--- config.mk ---
export PLATFORM = sky130hd
export DESIGN_NAME = pc_control
export DESIGN_NICKNAME = d
export VERILOG_FILES = /design/src/rtl/mips_pkg.sv /design/src/rtl/branch_target_calc.sv /design/src/rtl/pc_control.sv
export SDC_FILE = /design/constraint.sdc
export NUM_CORES = 1
export LEC_CHECK = 0
export CELL_PAD_IN_SITES_DETAIL_PLACEMENT = 0
export CELL_PAD_IN_SITES_GLOBAL_PLACEMENT = 1
export CORE_MARGIN = 2
export CORE_UTILIZATION = 36
export CTS_CLUSTER_DIAMETER = 60
export CTS_CLUSTER_SIZE = 8
export DETAILED_ROUTE_END_ITERATION = 8
export MAX_ROUTING_LAYER = met4
export PLACE_DENSITY_LB_ADDON = 0.1
export SYNTH_ARGS = -nofsm -noshare
export SYNTH_HDL_FRONTEND = slang
export SYNTH_SLANG_ARGS = --single-unit
--- constraint.sdc ---
create_clock -name clk -period 3.1 [get_ports clk]
set_clock_uncertainty 0.2 [all_clocks]
set_input_delay 0.775 -clock clk [delete_from_list [all_inputs] [get_ports clk]]
set_output_delay 0.775 -clock clk [all_outputs]
set_load 0.005 [all_outputs]
--- src/rtl/mips_pkg.sv ---
// rtl/mips_pkg.sv - shared constants, target-select encodings and PC-stage state enum
//
// Contents:
//   TGT_REL / TGT_ABS / TGT_REG : target_sel encodings (2'b11 is reserved, decoded as TGT_REL)
//   state_t                     : PC-stage state (ST_BOOT, ST_FETCH, ST_PEND)
//   DEFAULT_RESET_PC            : default reset fetch address

package mips_pkg;

  localparam logic [1:0] TGT_REL = 2'b00;
  localparam logic [1:0] TGT_ABS = 2'b01;
  localparam logic [1:0] TGT_REG = 2'b10;

  typedef enum logic [1:0] {
    ST_BOOT  = 2'b00,
    ST_FETCH = 2'b01,
    ST_PEND  = 2'b10
  } state_t;

  localparam logic [31:0] DEFAULT_RESET_PC = 32'h0000_0000;

endpackage

--- src/rtl/branch_target_calc.sv ---
// rtl/branch_target_calc.sv - combinational branch/jump target mux and adders
//
// Ports:
//   i_target_sel [1:0]  : 00 PC-relative, 01 absolute jump, 10 register jump, 11 as 00
//   i_id_pc     [31:0]  : PC of the instruction in ID
//   i_imm       [15:0]  : branch offset (words, signed)
//   i_jindex    [25:0]  : jump index field
//   i_rs_value  [31:0]  : forwarded rs value for jr
//   o_target    [31:0]  : selected redirect address (mod 2^32)

module branch_target_calc
  import mips_pkg::*;
(
  input  logic [1:0]  i_target_sel,
  input  logic [31:0] i_id_pc,
  input  logic [15:0] i_imm,
  input  logic [25:0] i_jindex,
  input  logic [31:0] i_rs_value,
  output logic [31:0] o_target
);

  logic [31:0] w_id_pc_plus4;
  logic [31:0] w_offset;
  logic [31:0] w_rel_target;
  logic [31:0] w_abs_target;
  logic [31:0] w_reg_target;
  logic        w_unused_rs_lsb;

  assign w_id_pc_plus4 = i_id_pc + 32'd4;
  // Offset counts words: sign-extend then scale by 4.
  assign w_offset      = {{14{i_imm[15]}}, i_imm, 2'b00};
  assign w_rel_target  = w_id_pc_plus4 + w_offset;
  // Region bits come from the delay-slot address, not the branch itself.
  assign w_abs_target  = {w_id_pc_plus4[31:28], i_jindex, 2'b00};
  // jr forces word alignment by dropping the low two bits.
  assign w_reg_target  = {i_rs_value[31:2], 2'b00};
  assign w_unused_rs_lsb = ^i_rs_value[1:0];

  always_comb begin
    o_target = w_rel_target;
    case (i_target_sel)
      TGT_ABS: o_target = w_abs_target;
      TGT_REG: o_target = w_reg_target;
      default: o_target = w_rel_target;
    endcase
  end

endmodule

--- src/rtl/pc_control.sv ---
// rtl/pc_control.sv - PC register, fetch request and branch redirect stage
//
// Parameters:
//   RESET_PC : word-aligned PC loaded on reset
// Configuration macro:
//   BRANCH_DELAY_SLOT_EN : when defined, flush_if_id is tied to 0 (delay-slot
//                          instruction executes); redirect behaviour unchanged
// Ports:
//   clk, rst_n        : clock (rising edge), asynchronous active-low reset
//   stall_i           : hazard hold; PC frozen and ID inputs ignored in FETCH
//   is_branch         : taken branch/jump from the ID compare unit
//   target_sel [1:0]  : target kind (see branch_target_calc)
//   id_pc, imm, jindex, rs_value : target operands from ID
//   imem_ready        : instruction memory accepts the current request
//   imem_req          : fetch request at pc
//   pc, pc_plus4      : current fetch address and pc + 4
//   flush_if_id       : one-cycle IF/ID clear on an accepted redirect

module pc_control
  import mips_pkg::*;
#(
  parameter logic [31:0] RESET_PC = DEFAULT_RESET_PC
) (
  input  logic        clk,
  input  logic        rst_n,
  input  logic        stall_i,
  input  logic        is_branch,
  input  logic [1:0]  target_sel,
  input  logic [31:0] id_pc,
  input  logic [15:0] imm,
  input  logic [25:0] jindex,
  input  logic [31:0] rs_value,
  input  logic        imem_ready,
  output logic        imem_req,
  output logic [31:0] pc,
  output logic [31:0] pc_plus4,
  output logic        flush_if_id
);

  state_t      r_state;
  logic [31:0] r_pc;
  logic [31:0] r_pend_target;
  logic        r_imem_req;

  logic [31:0] w_target;
  logic        w_redirect;

  branch_target_calc u_target (
    .i_target_sel (target_sel),
    .i_id_pc      (id_pc),
    .i_imm        (imm),
    .i_jindex     (jindex),
    .i_rs_value   (rs_value),
    .o_target     (w_target)
  );

  // A stalled ID stage may hold stale compare results, so is_branch only counts when not stalled.
  assign w_redirect = is_branch && !stall_i;

  always_ff @(posedge clk or negedge rst_n) begin
    if (!rst_n) begin
      r_state       <= ST_BOOT;
      r_pc          <= RESET_PC;
      r_pend_target <= 32'h0000_0000;
      r_imem_req    <= 1'b0;
    end else begin
      case (r_state)
        ST_BOOT: begin
          r_state    <= ST_FETCH;
          r_imem_req <= 1'b1;
        end
        ST_FETCH: begin
          if (w_redirect && imem_ready) begin
            r_pc <= w_target;
          end else if (w_redirect) begin
            // Memory busy: keep presenting the old address, remember where to go.
            r_pend_target <= w_target;
            r_state       <= ST_PEND;
          end else if (imem_ready && !stall_i) begin
            r_pc <= r_pc + 32'd4;
          end
        end
        ST_PEND: begin
          // First redirect wins; stall_i and later is_branch are ignored here.
          if (imem_ready) begin
            r_pc    <= r_pend_target;
            r_state <= ST_FETCH;
          end
        end
        default: begin
          r_state <= ST_BOOT;
        end
      endcase
    end
  end

  assign imem_req = r_imem_req;
  assign pc       = r_pc;
  assign pc_plus4 = r_pc + 32'd4;

`ifdef BRANCH_DELAY_SLOT_EN
  assign flush_if_id = 1'b0;
`else
  // Flush on the edge that accepts the redirect, whether immediate or pending.
  assign flush_if_id = ((r_state == ST_FETCH) && w_redirect && imem_ready) ||
                       ((r_state == ST_PEND) && imem_ready);
`endif

endmodule
==> results of run 1 <==
sequential cells by signal, indices dropped and copies added, names as in the netlist:
| register | flops |
|---|---|
| r_pend_target | 32 |
| r_state | 2 |
| imem_req | 1 |
| pc | 32 |
where the power goes:
group	switching, uW	internal, uW	total, uW
logic	1890	2320	4210
clock network	380	582	962
registers	284	1260	1550
total	2550	4170	6720
timing repair:
item | in CTS | in global routing
gates resized for setup | 245 | 191
buffers inserted | 59 | 31
endpoints found under the setup margin | 75 | 65
pin swaps | 132 | 134
worst register-to-register path, stage by stage (launching register included):
cell     delay (ns)
dfrtp_1        0.41
ha_4           0.17
nand3_4        0.09
or4_4          0.46
nor2_4         0.13
buf_6          0.11
and3_4         0.18
xor2_2         0.07
buf_4          0.13
buf_4          0.12
buf_4          0.12
buf_4          0.12
buf_4          0.12
buf_4          0.12
buf_4          0.12
buf_4          0.12
nor2_1         0.10
a211o_1        0.12
a21oi_2        0.05
area by class of cell:
| cell class | instances | share of cell area (%) |
|---|---|---|
| Clock inverter | 4 | 0.200 |
| Sequential cell | 67 | 13.4 |
| Clock buffer | 12 | 2.05 |
| Timing Repair Buffer | 494 | 34.6 |
| Inverter | 18 | 0.559 |
| Tap cell | 229 | 2.28 |
| Multi-Input combinational cell | 707 | 46.9 |
layout by cell type, fill, tap and decap left out, types with 14 or more instances in the layout:
| cell | n |
|---|---|
| buf_6 | 55 |
| o21ai_1 | 29 |
| nand3_1 | 19 |
| xnor2_2 | 19 |
| xor2_1 | 14 |
| nand2_1 | 90 |
| a221o_1 | 16 |
| xnor2_1 | 28 |
| inv_1 | 14 |
| o21ai_0 | 33 |
| o21ai_2 | 17 |
| a21oi_2 | 22 |
| a21o_1 | 18 |
| and3_1 | 14 |
| ha_1 | 27 |
| dfrtp_1 | 67 |
| nand4_1 | 23 |
| a21oi_1 | 41 |
| buf_4 | 261 |
| nor2_1 | 54 |
| clkdlybuf4s50_1 | 128 |
| dlygate4sd2_1 | 14 |
stage by stage:
step | hold WS (ns) | setup TNS (ns)
after detailed placement | 0.260 | -60.00
after floorplan | 0.238 | -12.82
after global routing | 0.279 | -20.07
after CTS | 0.270 | -13.59
after global placement | 0.251 | -57.50
final | 0.259 | -15.97
final timing paths:
check,startpoint,endpoint,depth (start not counted)
worst max-delay path,id_pc[3],pc[31]$_DFFE_PN0P_,18
min in group clk,imem_req$_DFFE_PN0P_,imem_req$_DFFE_PN0P_,1
max in group asynchronous,rst_n,r_pend_target[30]$_DFFE_PN0P_,2
worst min-delay path,rst_n,r_pend_target[0]$_DFFE_PN0P_,1
worst min register to register,imem_req$_DFFE_PN0P_,imem_req$_DFFE_PN0P_,1
worst max register to register,pc[2]$_DFFE_PN0P_,pc[22]$_DFFE_PN0P_,18
cells by family (layout without fill, tap and decap cells):
logic type / after synthesis / in the layout / share of synthesized area [%]
and+or+nand+nor: 298 / 298 / 22.1
AOI/OAI and AO/OA: 285 / 285 / 28.8
xor gates and xnor gates: 75 / 75 / 10.1
DFF: 67 / 67 / 25.9
buffers and inverters: 64 / 528 / 3.82
adders and majority gates: 39 / 39 / 7.65
muxes: 10 / 10 / 1.60
per-layer routing:
layer | part of all wire, % | GRT usage, % | vias up | wire (um)
met2 | 49 | 42.4 | 224 | 12900
met5 | 0 | - | - | 0
li1 | - | - | 4011 | -
met1 | 45 | 36.2 | 3912 | 12100
met4 | 1.8 | 6.07 | 0 | 490
met3 | 4.3 | 3.98 | 31 | 1150
==> results by group, run 1 <==
Status
  – Status: finished, violations left
  – Failing checks: setup timing

Synthesis
  – Top post-synthesis cells by area: dfrtp_1 (26%), ha_1 (7.3%), xnor2_1 (6.9%)
  – Seq/Total Area, Yosys: between 20% and 30%
  – Synth cell types: 66
  – Area leader, netlist: dfrtp_1
  – Count of flip-flops with a built-in enable after synthesis: 0
  – Mapped cell area: 6480 sq um
  – Async SR Flop Fraction: 100%
  – Gate Count Post-Synth: around 840
  – Syn_area_per_cell: around 7.7 sq um
  – Syn Nets: 990
  – Cell with the most instances after synthesis: nand2_1
  – Synth Register Bits: 67
  – Commonest cells in the netlist: nand2_1 (108), o21ai_0 (78), a21oi_1 (70), dfrtp_1 (67), nor2_1 (66)
  – Primary FF master, synth: dfrtp_1
  – Top-area cell type share of the netlist area: 25.9%
  – Synth Warn #: 0

Placement
  – Placed insts: 1441
  – Dpl ws: -1.50 ns
  – Dpl cell area: 10400 sq um
  – Placer Congestion: about 0.9
  – PortBufs: between 150 and 200
  – Detailed placement HPWL: between 15 and 20 mm

Worst setup path
  – Top Family by Delay on Critical Path: compound AO/OA/AOI/OAI gates
  – Crit path cell chain: buf_8 -> ha_4 -> nand4_1 -> nor3_2 -> buf_4 -> buf_12 -> buf_6 -> nand3_4 -> xnor2_2 -> ha_4 -> a21o_1 -> a21o_1 -> a21o_1 -> a221o_1 -> a31oi_4 -> o21ai_2 -> mux2i_2 -> o31ai_1
  – CP Capture Type: flop
  – R2r setup slk: -0.04 ns
  – CP peak stage delay: roughly 0.30 ns
  – CP max stage cell: a221o_1
  – Startpoint types: primary input
  – WP buf/inv: 4
  – Critical path fanouts, max: 4
  – Crit path top cell by count: a21o_1
  – Worst EP arrival: 3.73 ns
  – CP Class: in2reg
  – Worst EP required: ~3.1 ns

Floorplanning
  – Top Ports: 179
  – Core box area: around 18000 sq um
  – Row count: between 40 and 50
  – Chip Height: ~140 um
  – Full die area: about 19000 sq um
  – Initial Utilization: between 30% and 40%
  – Die X: about 140 um

Drt
  – DR vias: 8178
  – Vias per inst: 5.34
  – Initial DRC Count: about 550
  – Routed WL: ~27 mm
  – DRC: 0
  – Initial DRT Pass Iterations: 4
  – WL per Instance: ~17 um
  – Antenna Nets Post-Route: 0

CTS
  – CTS max path bufs: 2
  – Worst-Skew Late Latency: about 0.33 ns
  – CTS Buf Count: 9
  – H-tree depth: 3
  – CTS tree: yes
  – Clk pin slew, worst setup/hold paths: around 0.060 ns
  – Clk sinks: between 60 and 70
  – CTS Hold Bufs: 0
  – Root Buffer Master: clkbuf_16

Finish
  – Layout cell share with drive strength beyond 1: 43.0%
  – Final-layout fill cell count: approximately 1400
  – ANT cells: 0
  – Fin nets: roughly 1400
  – Fin cells: 1531
  – Design area: 12500 sq um
  – Layout area overhead: 93.5%
  – Register area: roughly 1700 sq um
  – Area of the multi-input gates: between 5000 and 6000 sq um
  – Final core utilization: around 71%

Global route
  – Largest net degree at the start of global routing: 44
  – First-pass GRT wire length: 40.6 mm
  – Antenna violations before repair: 0
  – Vias in the first global route: a little under 8000
  – Total Routing Usage GR: about a quarter
  – Grt ovf: 0

Pwr
  – Tot Pwr: roughly 6700 uW
  – Leak Pwr: between 0.005 and 0.006 uW
  – Pwr/cell area: about 540 nW/um^2
  – Peak supply drop: about 0.44 mV

STA
  – Min Clock Period, post-route: 3.69 ns
  – F_max: ~0.27 GHz
  – Slew headroom: between 50 and 60%
  – Pin slew with the least headroom to its limit: 0.643 ns
  – Tcrit/Tclk final: 119%
  – Final Hold Fails: 0
  – Final Max Tran Viols: 0
  – RSZ-0062 raised after global routing: yes
  – Finish-stage setup viols: 43
  – Setup slack after layout: -0.588 ns

Run
  – Max_cap viols: 0

Hold path
  – HP Class: in2async
(Power assumes the default switching activity.)
==> run 2, diff against run 1 <==
--- a/config.mk
+++ b/config.mk
@@ -5,6 +5,7 @@
 export SDC_FILE = /design/constraint.sdc
 export NUM_CORES = 1
 export LEC_CHECK = 0
+export CAP_MARGIN = 20
 export CELL_PAD_IN_SITES_DETAIL_PLACEMENT = 0
 export CELL_PAD_IN_SITES_GLOBAL_PLACEMENT = 1
 export CORE_MARGIN = 2
@@ -13,7 +14,7 @@
 export CTS_CLUSTER_SIZE = 8
 export DETAILED_ROUTE_END_ITERATION = 8
 export MAX_ROUTING_LAYER = met4
-export PLACE_DENSITY_LB_ADDON = 0.1
+export PLACE_DENSITY_LB_ADDON = 0.3
 export SYNTH_ARGS = -nofsm -noshare
 export SYNTH_HDL_FRONTEND = slang
 export SYNTH_SLANG_ARGS = --single-unit
==> run 2 against run 1 <==
Net effect: the run still ends with setup timing left; first-iteration DRC count is 17% lower; clock power is 5% higher; die area stayed put; setup slack worse by 0.073 ns; global-route usage is 0.27 points higher; combinational power is 2% higher; non-clock buffer count is 23 higher; power is 2.1% higher; critical path depth is 3 lower; clock-buffer cell count is 2 higher; sequential share of layout area is 0.069 points lower.
==> results by group, run 2 (synthesis gave the netlist of run 1 again) <==
Status
  – Status: finished, violations left (unchanged)
  – Failing checks: setup timing (unchanged)

Global route
  – Vias in the first global route: 8156 (was 7868)
  – Largest net degree at the start of global routing: 38 (was 44)
  – Grt ovf: 0 (unchanged)
  – Total Routing Usage GR: 27.0% (was 26.7%)
  – First-pass GRT wire length: 41.2 mm (was 40.6 mm)
  – Antenna violations before repair: 0 (unchanged)

CTS
  – CTS Buf Count: 9 (unchanged)
  – CTS Hold Bufs: 0 (unchanged)
  – Root Buffer Master: clkbuf_16 (unchanged)
  – CTS max path bufs: 2 (unchanged)
  – Clk pin slew, worst setup/hold paths: 0.06 ns (about the same)
  – Worst-Skew Late Latency: 0.34 ns (was 0.33 ns)
  – H-tree depth: 3 (unchanged)
  – CTS tree: yes (unchanged)
  – Clk sinks: 67 (unchanged)

Pwr
  – Peak supply drop: 0.416 mV (was 0.437 mV)
  – Leak Pwr: 0.00568 uW (was 0.00555 uW)
  – Pwr/cell area: 544 nW/um^2 (was 536 nW/um^2)
  – Tot Pwr: 6860 uW (was 6720 uW)

Worst setup path
  – R2r worst-path depth: 19 (was 18)
  – CP Class: in2reg (unchanged)
  – Critical path fanouts, max: 3 (was 4)
  – CP Capture Type: flop (unchanged)
  – R2r endpoint: pc[22]$_DFFE_PN0P_ (unchanged)
  – Worst EP arrival: 3.78 ns (was 3.73 ns)
  – Reg-to-reg critical path startpoint: pc[3]$_DFFE_PN0P_ (was pc[2]$_DFFE_PN0P_)
  – Worst EP required: 3.12 ns (was 3.14 ns)
  – Crit path launch: id_pc[7] (was id_pc[3])
  – R2r setup slk: -0.20 ns (was -0.04 ns)
  – Startpoint types: primary input (unchanged)

STA
  – Tcrit/Tclk final: 121% (was 119%)
  – Setup slack after layout: -0.661 ns (was -0.588 ns)
  – Final Hold Fails: 0 (unchanged)
  – Min Clock Period, post-route: 3.76 ns (was 3.69 ns)
  – Final Max Tran Viols: 0 (unchanged)
  – Worst hold slack: 0.232 ns (was 0.259 ns)
  – F_max: 0.266 GHz (was 0.271 GHz)
  – RSZ-0062 raised after global routing: yes (unchanged)
  – Pin slew with the least headroom to its limit: 0.675 ns (was 0.643 ns)
  – Finish-stage setup viols: 46 (was 43)
  – Slew headroom: 55.0% (was 57.1%)

Floorplanning
  – Full die area: 19100 sq um (unchanged)
  – Core box area: 17800 sq um (unchanged)
  – Die X: 138 um (unchanged)
  – Row count: 49 (unchanged)
  – Top Ports: 179 (unchanged)
  – Chip Height: 138 um (unchanged)
  – Initial Utilization: 36.4% (unchanged)

Run
  – Max_cap viols: 0 (unchanged)

Placement
  – Placer Congestion: 0.948 (was 0.882)
  – Detailed placement HPWL: 19.3 mm (was 19.2 mm)
  – Dpl cell area: 10400 sq um (about the same)
  – Dpl ws: -1.48 ns (was -1.50 ns)
  – PortBufs: 176 (unchanged)
  – Placed insts: 1437 (was 1441)

Finish
  – Fin nets: 1472 (was 1449)
  – ANT cells: 0 (unchanged)
  – Commonest non-fill, non-tap cell in the layout: buf_4 (unchanged)
  – Area of the multi-input gates: 5810 sq um (was 5880 sq um)
  – Layout area overhead: 94.6% (was 93.5%)
  – Most frequent cells in the layout: buf_4 (291), clkdlybuf4s50_1 (125), nand2_1 (87), dfrtp_1 (67), nor2_1 (53) (was buf_4 (261), clkdlybuf4s50_1 (128), nand2_1 (90), dfrtp_1 (67), buf_6 (55))
  – Design area: 12600 sq um (was 12500 sq um)
  – Final-layout fill cell count: 1374 (was 1410)
  – Register area: 1680 sq um (unchanged)
  – Layout cell share with drive strength beyond 1: 43.7% (was 43.0%)
  – Fin cells: 1554 (was 1531)

Drt
  – Initial DRT Pass Iterations: 6 (was 4)
  – DR vias: 8414 (was 8178)
  – Initial DRC Count: 459 (was 551)
  – DRC: 0 (unchanged)
  – Vias per inst: 5.41 (was 5.34)
  – WL per Instance: 17.3 um (was 17.4 um)
  – Routed WL: 26.9 mm (was 26.7 mm)
  – Antenna Nets Post-Route: 0 (unchanged)

Hold path
  – HP Class: in2async (unchanged)
## run 2: final cells by class
type | instances | area share (%)
clock buffers | 14 | 2.02
clock inverters | 2 | 0.278
inverters | 18 | 0.576
multi-input cells | 707 | 46.1
flip-flops and latches | 67 | 13.3
well taps | 229 | 2.27
repair buffers | 517 | 35.5
## run 2: how the worst max path moves through the flow
stage                                    endpoint  slack, ns  depth (start not counted)
floorplan                      pc[31]$_DFFE_PN0P_      -0.65                         15
global placement    r_pend_target[28]$_DFFE_PN0P_      -1.44                         16
detailed placement             pc[29]$_DFFE_PN0P_      -1.48                         15
CTS                 r_pend_target[31]$_DFFE_PN0P_      -0.59                         17
global route        r_pend_target[28]$_DFFE_PN0P_      -0.78                         18
finish                         pc[18]$_DFFE_PN0P_      -0.66                         15
## run 2: timing repair
item | CTS | global route
gates resized for setup | 270 | 147
pin swaps | 130 | 132
endpoints found under the setup margin | 75 | 68
setup buffers | 77 | 37
## run 2: where the power goes
part / leakage [uW] / total [uW] / switching (uW) / internal (uW)
Sequential: 0.000820 / 1570 / 304 / 1270
Clock: 0.000141 / 1010 / 368 / 644
Combinational: 0.00471 / 4280 / 1910 / 2360
Total: 0.00568 / 6860 / 2580 / 4270
## run 2: worst max-delay path, stage by stage
cell      delay (ns)
buf_6           0.07
nand4_1         0.17
buf_4           0.20
or3_4           0.40
xnor2_4         0.15
ha_4            0.29
nand2_4         0.06
or4_4           0.48
o211ai_1        0.25
buf_4           0.19
buf_6           0.11
xor2_2          0.05
o21ai_2         0.19
a21oi_1         0.09
a221o_1         0.32
## run 2: per-stage QoR
step	TNS (ns)	utilization, %
global route	-22.65	70.9
CTS	-13.27	66.6
finish	-17.06	70.9
global placement	-56.27	58.3
floorplan	-12.82	-
detailed placement	-58.24	58.3
## run 2: routing by layer
metal	part of all wire (%)	global-route usage, %	vias to the layer above
met5	0	-	-
met4	2.3	7.73	0
met3	4.9	3.43	52
met2	49	43.6	293
met1	44	35.7	4003
li1	-	-	4066
